<file path="src/rtl/playseq_unidade_controle.sv">
// PlaySeq control unit: Moore FSM sequencing the playseq_fluxo_dados datapath
// (LED preview, player input with timeout, compare, append, win/loss metrics).
// Optional build macro PLAYSEQ_DB_ESTADO_EN adds the db_estado debug port.
module playseq_unidade_controle #(
    parameter int W_ESTADO = 5
) (
    input  logic clock,
    input  logic reset,
    input  logic iniciar,
    input  logic igual,
    input  logic fimE,
    input  logic tem_jogada,
    input  logic controle_timeout,
    input  logic controle_timeout_led,
    input  logic enderecoIgualSequencia,
    input  logic pare,
    input  logic vai_escrever,
    output logic zeraE,
    output logic contaE,
    output logic zeraS,
    output logic carregaS,
    output logic contaS,
    output logic zeraR,
    output logic registraR,
    output logic zeraT,
    output logic contaT,
    output logic zeraT_leds,
    output logic contaT_leds,
    output logic controla_leds,
    output logic fase_preview,
    output logic ram_escreve,
    output logic zeraJ,
    output logic contaJ,
    output logic conta_ganhar,
    output logic conta_perder,
    output logic zera_metricas,
    output logic pronto
`ifdef PLAYSEQ_DB_ESTADO_EN
    ,
    output logic [W_ESTADO-1:0] db_estado
`endif
);

    typedef enum logic [W_ESTADO-1:0] {
        INICIAL       = 0,
        ZERA_SESSAO   = 1,
        PREPARA       = 2,
        MOSTRA        = 3,
        PAUSA_LED     = 4,
        APAGA         = 5,
        PROX_LED      = 6,
        FIM_PREVIEW   = 7,
        ESPERA_JOGADA = 8,
        REGISTRA      = 9,
        COMPARA       = 10,
        ESCREVE       = 11,
        PROX_JOGADA   = 12,
        PROX_SEQ      = 13,
        GANHOU        = 14,
        PERDEU        = 15,
        FIM_ACERTOU   = 16,
        FIM_ERROU     = 17,
        FIM_TIMEOUT   = 18,
        ESGOTOU       = 19
    } estado_t;

    estado_t estado, proximo;

    // State register with synchronous reset to INICIAL
    always_ff @(posedge clock) begin
        if (reset) estado <= INICIAL;
        else       estado <= proximo;
    end

    // Next-state decode; unused codes fall back to INICIAL
    always_comb begin
        proximo = estado;
        case (estado)
            INICIAL:       if (iniciar) proximo = ZERA_SESSAO;
            ZERA_SESSAO:   proximo = PREPARA;
            PREPARA:       proximo = MOSTRA;
            MOSTRA:        if (controle_timeout_led) proximo = PAUSA_LED;
            PAUSA_LED:     proximo = APAGA;
            APAGA:
                if (controle_timeout_led)
                    proximo = enderecoIgualSequencia ? FIM_PREVIEW : PROX_LED;
            PROX_LED:      proximo = MOSTRA;
            FIM_PREVIEW:   proximo = ESPERA_JOGADA;
            // a player move takes priority over a simultaneous timeout
            ESPERA_JOGADA:
                if (tem_jogada)            proximo = REGISTRA;
                else if (controle_timeout) proximo = ESGOTOU;
            REGISTRA:
                proximo = (vai_escrever && enderecoIgualSequencia) ? ESCREVE : COMPARA;
            COMPARA:
                if (!igual)                       proximo = PERDEU;
                else if (!enderecoIgualSequencia) proximo = PROX_JOGADA;
                else if (fimE)                    proximo = GANHOU;
                else                              proximo = PROX_SEQ;
            ESCREVE:       proximo = fimE ? GANHOU : PROX_SEQ;
            PROX_JOGADA:   proximo = ESPERA_JOGADA;
            PROX_SEQ:      proximo = MOSTRA;
            GANHOU:        proximo = FIM_ACERTOU;
            PERDEU:        proximo = FIM_ERROU;
            ESGOTOU:       proximo = FIM_TIMEOUT;
            FIM_ACERTOU, FIM_ERROU, FIM_TIMEOUT:
                if (iniciar) proximo = pare ? ZERA_SESSAO : PREPARA;
            default:       proximo = INICIAL;
        endcase
    end

    // Moore output decode: every strobe is a pure function of the state
    always_comb begin
        zeraE = 1'b0; contaE = 1'b0; zeraS = 1'b0; carregaS = 1'b0; contaS = 1'b0;
        zeraR = 1'b0; registraR = 1'b0; zeraT = 1'b0; contaT = 1'b0;
        zeraT_leds = 1'b0; contaT_leds = 1'b0; controla_leds = 1'b0; fase_preview = 1'b0;
        ram_escreve = 1'b0; zeraJ = 1'b0; contaJ = 1'b0; conta_ganhar = 1'b0;
        conta_perder = 1'b0; zera_metricas = 1'b0; pronto = 1'b0;
        case (estado)
            ZERA_SESSAO:   begin zeraJ = 1'b1; zera_metricas = 1'b1; end
            PREPARA:       begin zeraE = 1'b1; zeraR = 1'b1; carregaS = 1'b1;
                                 zeraT = 1'b1; zeraT_leds = 1'b1; end
            MOSTRA:        begin fase_preview = 1'b1; controla_leds = 1'b1; contaT_leds = 1'b1; end
            PAUSA_LED:     begin fase_preview = 1'b1; zeraT_leds = 1'b1; end
            APAGA:         begin fase_preview = 1'b1; contaT_leds = 1'b1; end
            PROX_LED:      begin fase_preview = 1'b1; contaE = 1'b1; zeraT_leds = 1'b1; end
            FIM_PREVIEW:   begin zeraE = 1'b1; zeraT = 1'b1; end
            ESPERA_JOGADA: contaT = 1'b1;
            REGISTRA:      registraR = 1'b1;
            ESCREVE:       ram_escreve = 1'b1;
            PROX_JOGADA:   begin contaE = 1'b1; zeraT = 1'b1; end
            PROX_SEQ:      begin contaS = 1'b1; zeraE = 1'b1; zeraT = 1'b1; zeraT_leds = 1'b1; end
            GANHOU:        begin conta_ganhar = 1'b1; contaJ = 1'b1; end
            PERDEU, ESGOTOU: begin conta_perder = 1'b1; contaJ = 1'b1; end
            FIM_ACERTOU, FIM_ERROU, FIM_TIMEOUT: pronto = 1'b1;
            default: ;
        endcase
    end

`ifdef PLAYSEQ_DB_ESTADO_EN
    assign db_estado = estado;
`endif

endmodule

</file>
<file path="config.mk">
export PLATFORM = sky130hd
export DESIGN_NAME = playseq_unidade_controle
export DESIGN_NICKNAME = d
export VERILOG_FILES = /design/src/rtl/playseq_unidade_controle.sv
export SDC_FILE = /design/constraint.sdc
export NUM_CORES = 1
export LEC_CHECK = 0
export CAP_MARGIN = 40
export CORE_MARGIN = 2
export CORE_UTILIZATION = 44
export DETAILED_ROUTE_END_ITERATION = 7
export HOLD_SLACK_MARGIN = 0.15
export PLACE_DENSITY = 0.93
export SYNTH_ARGS = -nofsm -noshare
export SYNTH_HDL_FRONTEND = slang
export SYNTH_SLANG_ARGS = --single-unit
</file>
<file path="constraint.sdc">
create_clock -name clock -period 2.36 [get_ports clock]
set_input_delay 0.708 -clock clock [delete_from_list [all_inputs] [get_ports clock]]
set_output_delay 0.708 -clock clock [all_outputs]
set_load 0.1 [all_outputs]
</file>
==> reports/qor.txt, run 1 <==
number of max-cap violations: 0
register area share after synthesis: 0.137
pin count of the biggest net entering global routing: 13
synthesized instance count: 115
wire length reported by the detailed router: 3990 µm
iteration-0 DRC count of the detailed router: 161
cell at the root of the clock tree: sky130_fd_sc_hd__clkbuf_4
Synth top area share: 0.137
antenna cells: 0
Post-layout nets: 159
global routing usage summed across all routing layers: 0.385
status: complete, no violations
number of distinct library cells after synthesis: 43
fraction of the core area covered by cells at the end of the flow: 0.946
data required time at the worst endpoint: 1.65 ns
DR pass1 iterations: 5
antenna violations before repair: 0
initial standard-cell utilization of the core: 0.476
Avg Cell Area, Syn: 6.38 µm²
leakage power: 0.538 nW
via count of the first global-routing pass: 1117
Buffers on Ports: 29
Cell Rows: 14
wire length per cell after detailed routing: 24.5 µm
portion of total power attributed to sequential cells: 0.112
power density relative to cell area: 729 nW/µm²
sequential cell area in the final layout: 109 µm²
minimum hold slack: 0.704 ns
portion of total power attributed to combinational logic: 0.780
number of post-CTS setup repair buffers: 0
dominant cells by area after synthesis: sky130_fd_sc_hd__dfxtp_1, sky130_fd_sc_hd__nor2_1, sky130_fd_sc_hd__a21oi_1, sky130_fd_sc_hd__nand2b_1, sky130_fd_sc_hd__nor3_1
FF+latch count, synth: 5
switching portion of total power: 0.573
clock latency of the later-clocked register in the worst-skew pair: 0.26 ns
number of pins with negative max-slew slack in the final report: 0
syn nets: 126
total clock sinks: 5
maximum count of clock buffers along a single path: 2
share of post-route cells with drive strength above 1: 0.442
Worst setup EP type: output port
Power Total: 1.06 mW
Worst slew margin: 0.639
worst hold-check path type: flip-flop to flip-flop
top achievable clock speed: 427 MHz
total grt overflow: 0
# IOs: 31
switching power: 0.609 mW
die width: 44.8 µm
biggest registers after layout: estado x5
startpoint types: flip-flop
crit path from: estado[2]
die area: 2010 µm²
vias after detailed routing: 1173
area of the core: 1540 µm²
cell accounting for the most synthesized area: sky130_fd_sc_hd__dfxtp_1
area taken by multi-input logic gates: 724 µm²
worst ir drop on vdd: 0.000465 V
Antenna Violating Nets Remaining: 0
Syn-to-layout area delta: 98.8%
share of the clock period used by the worst path: 0.992
fill cell count: 43
overall die height: 44.8 µm
Avg Vias per Cell: 7.20
source of the worst register-to-register timing path: estado[0]
final-report setup violation count: 0
largest fanout on the critical path: 12
total clock buffers created by CTS: 3
startpoint of the tightest hold check path: estado[0]
area of the mapped netlist: 733 µm²
TritonCTS clock tree: done
DRC violation count after routing: 0
worst-margin pin slew: 0.537 ns
largest reg by FF count: estado
GP Congestion: 0.940
Setup CP Type: flip-flop to output port
clock-pin slew on the worst setup and hold paths: 0.05 ns
Warnings, synthesis: 0
Internal Dissipation: 0.454 mW
final HPWL from detailed placement: 2360 µm
unrepaired setup endpoints after global routing: true
flip-flop count of the largest register, all copies and words added: 5
final-report hold violation count: 0
final setup skew: 0.00259 ns
H-tree depth: 1
first-pass GRT wire length: 5430 µm
data arrival time of the critical path: 1.63 ns
number of hold-repair buffers added at the cts stage: 0
shortest clock period the worst path allows after layout: 2.34 ns
clock group share of total power: 0.109
-- layout make-up --
class | instances | area share
multi-input combinational | 94 | 0.497
tap | 16 | 0.0137
sequential | 5 | 0.0747
timing repair buffer | 39 | 0.384
clock buffer | 4 | 0.0180
inverter | 5 | 0.0129
-- through the flow --
step           cell area, µm²  TNS, ns  worst slack (ns)  std cells
6_report                 1460        0            0.0185        163
5_1_grt                  1460  -0.0803           -0.0796        163
4_1_cts                  1430        0            0.0113        163
3_5_place_dp             1390        0             0.208        159
3_3_place_gp             1390        0             0.328        159
2_1_floorplan             895    -1.46            -0.545        115
-- per-layer routing --
metal	vias to the layer above	track usage	wire, µm
li1	471	-	-
met2	144	0.690	1890
met4	0	0.235	393
met5	-	0	0
met3	52	0.0560	468
met1	506	0.426	1230
-- power by group through the flow --
stage	registers, mW	clock network (mW)	logic [mW]
global route	0.120	0.120	0.851
finish	0.119	0.116	0.828
floorplan	0.105	0	0.568
CTS	0.114	0.109	0.789
detailed placement	0.114	0	0.781
global placement	0.111	0	0.760
-- cells by family after synthesis --
family,share of synthesized area
other cells,0.00511
simple gates,0.445
xor+xnor,0.0239
fa+ha+maj,0.0154
compound gates,0.266
buf+inv,0.107
flops,0.137
-- path summary, 6_finish.rpt --
kind	end	slack (ns)	cells after the start
worst max-delay path	contaJ	0.02	5
worst min-delay path	estado[0]	0.70	3
worst max register to register	estado[1]	0.35	6
worst min register to register	estado[0]	0.70	3
-- cells in the mapped netlist, drive strengths merged --
cell	n
nor2	16
buf	10
a21oi	9
nand2	9
nor3	8
o21ai	8
nand2b	7
dfxtp	5
inv	5
a211oi	2
a21o	2
and3b	2
nand3	2
nand4b	2
nor2b	2
nor4	2
o22ai	2
or3	2
a211o	1
a222oi	1
a22o	1
a22oi	1
a311oi	1
a31oi	1
and2b	1
and3	1
and4	1
clkbuf	1
conb	1
maj3	1
nand3b	1
nor4bb	1
o221a	1
or2	1
or2b	1
or3b	1
xnor2	1
xor2	1
-- critical path, cell delays in order, from the launching register on --
cell	delay, ns
sky130_fd_sc_hd__dfxtp_4	0.38
sky130_fd_sc_hd__buf_6	0.16
sky130_fd_sc_hd__nor4bb_4	0.32
sky130_fd_sc_hd__a21oi_2	0.08
sky130_fd_sc_hd__nor2_2	0.21
sky130_fd_sc_hd__buf_12	0.21
-- what timing repair did --
action / CTS / global route
cloned: 0 / 0
endpoints found under the setup margin: 3 / 8
pin swaps: 2 / 3
resized for setup: 4 / 8
-- cells in the final DEF (no fill, tap or decap), drive strengths merged, types with 4 or more instances in the layout --
cell type       n
buf            29
nor2           16
clkdlybuf4s50  10
nand2           9
a21oi           9
o21ai           8
nor3            8
nand2b          7
inv             5
dfxtp           5
clkbuf          4
No activity file was read; power rests on OpenSTA's default activity.
==> run 2: changes to the inputs <==
- CELL_PAD_IN_SITES_DETAIL_PLACEMENT: not set -> 0
- CELL_PAD_IN_SITES_GLOBAL_PLACEMENT: not set -> 2
- CORE_UTILIZATION: 44 -> 22
- PLACE_DENSITY: 0.93 -> 0.86
==> reports/qor.txt, run 2 (same netlist as run 1, synthesis figures left out) <==
status: complete, no violations
top achievable clock speed: 442 MHz (+3.4%)
iteration-0 DRC count of the detailed router: 44 (-73%)
maximum count of clock buffers along a single path: 2 (unchanged)
initial standard-cell utilization of the core: 0.236 (-0.239)
vias after detailed routing: 943 (-20%)
total clock buffers created by CTS: 3 (unchanged)
commonest non-fill, non-tap cell in the layout: sky130_fd_sc_hd__buf_12
final-report hold violation count: 0 (unchanged)
number of pins with negative max-slew slack in the final report: 0 (unchanged)
startpoint types: flip-flop
antenna violations before repair: 0 (unchanged)
unrepaired setup endpoints after global routing: false
worst ir drop on vdd: 0.000191 V (-59%)
# IOs: 31 (unchanged)
pin count of the biggest net entering global routing: 22 (+9)
clock latency of the later-clocked register in the worst-skew pair: 0.24 ns (-0.02 ns)
overall die height: 61.7 µm (+38%)
data required time at the worst endpoint: 1.65 ns (about the same)
clock-pin slew on the worst setup and hold paths: 0.04 ns (about the same)
Cell Rows: 20 (+6)
Crit path buffers/inverters: 2 (unchanged)
power density relative to cell area: 680 nW/µm² (-6.7%)
total clock sinks: 5 (unchanged)
number of max-cap violations: 0 (unchanged)
die area: 3810 µm² (+90%)
wire length reported by the detailed router: 2670 µm (-33%)
final HPWL from detailed placement: 2090 µm (-12%)
final-report setup violation count: 0 (unchanged)
wire length per cell after detailed routing: 13.6 µm (-44%)
Worst setup EP type: output port
H-tree depth: 1 (unchanged)
Syn-to-layout area delta: 103%
fraction of the core area covered by cells at the end of the flow: 0.481 (-0.465)
placement-stage worst setup slack: 0.208 ns (+0.0000180 ns)
die width: 61.7 µm (+38%)
Setup CP Type: flip-flop to output port
share of post-route cells with drive strength above 1: 0.428 (-0.0145)
Avg Vias per Cell: 4.81 (-33%)
antenna cells: 0 (unchanged)
Power Total: 1.01 mW (-4.6%)
area of the core: 3100 µm² (+100%)
leakage power: 0.556 nW (+3.3%)
cell with the largest stage delay on the worst path: sky130_fd_sc_hd__dfxtp_2
largest reg by FF count: estado
final setup skew: 0.00353 ns (+0.000939 ns)
data arrival time of the critical path: 1.56 ns (-0.07 ns)
cell family with the largest share of critical-path delay: simple AND/OR/NAND/NOR gates
Post-layout nets: 164 (+3.1%)
GP Congestion: 0.806 (-14%)
first-pass GRT wire length: 4420 µm (-19%)
TritonCTS clock tree: done
shortest clock period the worst path allows after layout: 2.26 ns (-0.0773 ns)
Buffers on Ports: 29 (unchanged)
post-route setup TNS: 0 ns (unchanged)
Antenna Violating Nets Remaining: 0 (unchanged)
largest fanout on the critical path: 11 (-1)
Inst Count DP: 187 (+18%)
fin worst setup slack: 0.0958 ns (+0.0773 ns)
share of the clock period used by the worst path: 0.959 (-0.0328)
via count of the first global-routing pass: 929 (-17%)
biggest registers after layout: estado x5
delay contributed by the slowest stage of the critical path: 0.39 ns (about the same)
total grt overflow: 0 (unchanged)
fill cell count: 331 (+670%)
worst hold-check path type: flip-flop to flip-flop
global routing usage summed across all routing layers: 0.157 (-0.229)
Non-Filler Instances: 196 (+20%)
series of cell instances along the critical path: buf_4, nor4bb_1, a21oi_1, nor2_2, buf_12
DR pass1 iterations: 5 (unchanged)
flip-flop count of the largest register, all copies and words added: 5 (unchanged)
cell at the root of the clock tree: sky130_fd_sc_hd__clkbuf_4
most frequent cells in the layout: sky130_fd_sc_hd__buf_12, sky130_fd_sc_hd__buf_4, sky130_fd_sc_hd__clkdlybuf4s50_1
DRC violation count after routing: 0 (unchanged)
==> run 2: final timing paths <==
kind / from / end / slack, ns / cells after the start
worst max register to register: estado[1] / estado[2] / 0.57 / 6
worst max-delay path: estado[0] / contaJ / 0.1 / 5
worst min register to register: estado[1] / estado[1] / 0.65 / 3
worst min-delay path: estado[1] / estado[1] / 0.65 / 3
==> run 2: cell type report <==
| type | count | area, µm² | area share |
|---|---|---|---|
| flip-flops and latches | 5 | 108 | 0.0721 |
| repair buffers | 44 | 593 | 0.398 |
| multi-input cells | 94 | 691 | 0.463 |
| well taps | 44 | 55.1 | 0.0369 |
| inverters | 5 | 18.8 | 0.0126 |
| clock buffers | 4 | 26.3 | 0.0176 |
==> run 2: metal layers <==
metal,global-route usage,wire (µm)
met2,0.275,1420
met4,0.0456,6
met1,0.196,1120
met5,0,0
met3,0.0269,127
==> run 2: metrics by stage <==
| step | instance area (µm²) | hold slack [ns] |
|---|---|---|
| detailed placement | 1420 | 0.639 |
| CTS | 1460 | 0.649 |
| floorplan | 895 | 0.648 |
| global placement | 1420 | 0.634 |
| finish | 1490 | 0.649 |
| global route | 1490 | 0.716 |
==> run 2: power by group <==
part           total (mW)  switching (mW)  internal [mW]
sequential          0.114          0.0181         0.0963
combinational       0.804           0.496          0.308
clock              0.0953          0.0316         0.0637
total                1.01           0.546          0.468
==> run 2: worst min-delay path: stages (launching register included) <==
cell and delay (ns):
sky130_fd_sc_hd__dfxtp_1 0.31, sky130_fd_sc_hd__buf_4 0.17, sky130_fd_sc_hd__nand2_1 0.06, sky130_fd_sc_hd__a21oi_1 0.05
==> run 2: timing repair <==
item                       4_1_cts  5_1_grt
resized for setup                1        3
setup endpoints to repair        5       14
hold buffers                     0        0
pin swaps                        1        1
buffers inserted                 1        4
==> run 3: changes to the inputs <==
- GPL_TIMING_DRIVEN: not set -> 0
==> reports/qor.txt, run 3 (same netlist as run 1, synthesis figures left out) <==
status: complete, no violations
Avg Vias per Cell: 4.96 (+3.1%)
die area: 3810 µm² (unchanged)
iteration-0 DRC count of the detailed router: 58 (+32%)
switching power: 0.578 mW (+5.8%)
number of max-cap violations: 0 (unchanged)
clock-pin slew on the worst setup and hold paths: 0.05 ns (about the same)
cell at the root of the clock tree: sky130_fd_sc_hd__clkbuf_4
TritonCTS clock tree: done
area taken by multi-input logic gates: 718 µm² (+4.0%)
fill cell count: 280 (-15%)
Antenna Violating Nets Remaining: 0 (unchanged)
global routing usage summed across all routing layers: 0.176 (+0.0187)
die width: 61.7 µm (unchanged)
flip-flop count of the largest register, all copies and words added: 5 (unchanged)
wire length per cell after detailed routing: 14.5 µm (+6.8%)
startpoint types: flip-flop
leakage power: 0.657 nW (+18%)
minimum hold slack: 0.655 ns (+0.00671 ns)
portion of total power attributed to combinational logic: 0.803 (+0.010)
data arrival time of the critical path: 1.63 ns (+0.07 ns)
DR pass1 iterations: 4 (-1)
GP Congestion: 0.844 (+4.7%)
Final Cell Area: 1680 µm² (+13%)
H-tree depth: 1 (unchanged)
Power Total: 1.09 mW (+7.1%)
total clock buffers created by CTS: 3 (unchanged)
total grt overflow: 0 (unchanged)
initial standard-cell utilization of the core: 0.236 (unchanged)
data required time at the worst endpoint: 1.65 ns (about the same)
portion of total power attributed to sequential cells: 0.102 (-0.011)
antenna cells: 0 (unchanged)
clock group share of total power: 0.095 (about the same)
sequential cell area in the final layout: 109 µm² (+1.2%)
dominant cell type by count on the critical path: sky130_fd_sc_hd__buf_8
overall die height: 61.7 µm (unchanged)
worst ir drop on vdd: 0.000169 V (-12%)
final-report hold violation count: 0 (unchanged)
M1 WL: 1240 µm (+11%)
shortest clock period the worst path allows after layout: 2.34 ns (+0.0728 ns)
post-route setup TNS: 0 ns (unchanged)
area of the core: 3100 µm² (unchanged)
final HPWL from detailed placement: 2180 µm (+4.6%)
unrepaired setup endpoints after global routing: true
DR top layer: met4
Worst setup EP type: output port
Cell Rows: 20 (unchanged)
via count of the first global-routing pass: 1018 (+9.6%)
most frequent cells in the layout: sky130_fd_sc_hd__buf_12, sky130_fd_sc_hd__buf_4, sky130_fd_sc_hd__clkdlybuf4s50_1
Buffers on Ports: 29 (unchanged)
wire length reported by the detailed router: 3040 µm (+14%)
fraction of the core area covered by cells at the end of the flow: 0.542 (+0.0613)
total clock sinks: 5 (unchanged)
cell with the largest stage delay on the worst path: sky130_fd_sc_hd__dfxtp_4
wire length on met2: 1650 µm (+16%)
DRC violation count after routing: 0 (unchanged)
share of post-route cells with drive strength above 1: 0.533 (+0.106)
clock latency of the later-clocked register in the worst-skew pair: 0.25 ns (about the same)
largest fanout on the critical path: 6 (-5)
pin count of the biggest net entering global routing: 11 (-50%)
antenna violations before repair: 0 (unchanged)
biggest registers after layout: estado x5
first-pass GRT wire length: 4950 µm (+12%)
final-report setup violation count: 0 (unchanged)
largest reg by FF count: estado
final setup skew: 0.00661 ns (+0.00308 ns)
commonest non-fill, non-tap cell in the layout: sky130_fd_sc_hd__buf_12
switching portion of total power: 0.532 (-0.00652)
Post-layout nets: 177 (+7.9%)
top achievable clock speed: 428 MHz (-3.1%)
amount of wire on met3 after detailed routing: 139 µm (+9.4%)
Post-DP Area: 1530 µm² (+7.3%)
delay contributed by the slowest stage of the critical path: 0.35 ns (-0.04 ns)
number of hold-repair buffers added at the cts stage: 0 (unchanged)
vias after detailed routing: 1037 (+10%)
share of the clock period used by the worst path: 0.990 (+0.0309)
Syn-to-layout area delta: 129%
number of pins with negative max-slew slack in the final report: 0 (unchanged)
series of cell instances along the critical path: buf_8, buf_8, nand4b_1, buf_4, a21oi_4, buf_12
# IOs: 31 (unchanged)
Setup CP Type: flip-flop to output port
Internal Dissipation: 0.508 mW (+8.6%)
maximum count of clock buffers along a single path: 2 (unchanged)
power density relative to cell area: 645 nW/µm² (-5.0%)
worst hold-check path type: flip-flop to flip-flop
## run 3: final timing paths
check,startpoint,endpoint,slack (ns),cells past startpoint
worst max-delay path,estado[3],zeraE,0.02,6
worst min-delay path,estado[1],estado[1],0.66,3
worst max register to register,estado[3],estado[0],0.69,8
worst min register to register,estado[1],estado[1],0.66,3
## run 3: power groups by stage
stage	logic, mW	clock network (mW)	registers (mW)
floorplan	0.568	0	0.105
CTS	0.866	0.103	0.110
finish	0.872	0.103	0.111
detailed placement	0.825	0	0.108
global placement	0.701	0	0.110
global route	0.918	0.114	0.113
## run 3: stage by stage
step / cells / setup WS, ns
6_report: 209 / 0.0230
2_1_floorplan: 115 / -0.545
3_5_place_dp: 207 / -0.536
5_1_grt: 209 / -0.0305
3_3_place_gp: 188 / -0.943
4_1_cts: 208 / -0.0442
## run 3: metal layers
metal,up-vias,track usage
met5,-,0
met4,0,0.0486
met3,2,0.0248
met2,41,0.308
met1,487,0.224
li1,507,-
## run 3: cell type report
class / count / share of cell area
buffer: 11 / 0.0863
timing repair buffer: 46 / 0.362
tap: 44 / 0.0327
clock buffer: 4 / 0.0156
multi-input combinational: 94 / 0.427
inverter: 5 / 0.0112
sequential: 5 / 0.0647
## run 3: critical path: cells and delay by family (launching register included)
kind | cells | cell delay (ns)
buffers and inverters | 4 | 0.64
DFF | 1 | 0.35
AOI/OAI and AO/OA | 1 | 0.13
and+or+nand+nor | 1 | 0.25
## run 3: repair_timing
action                                  in CTS  in global routing
resized for setup                           60                  7
endpoints found under the setup margin      19                  9
buffers inserted                            11                  7
pin swaps                                    3                  3
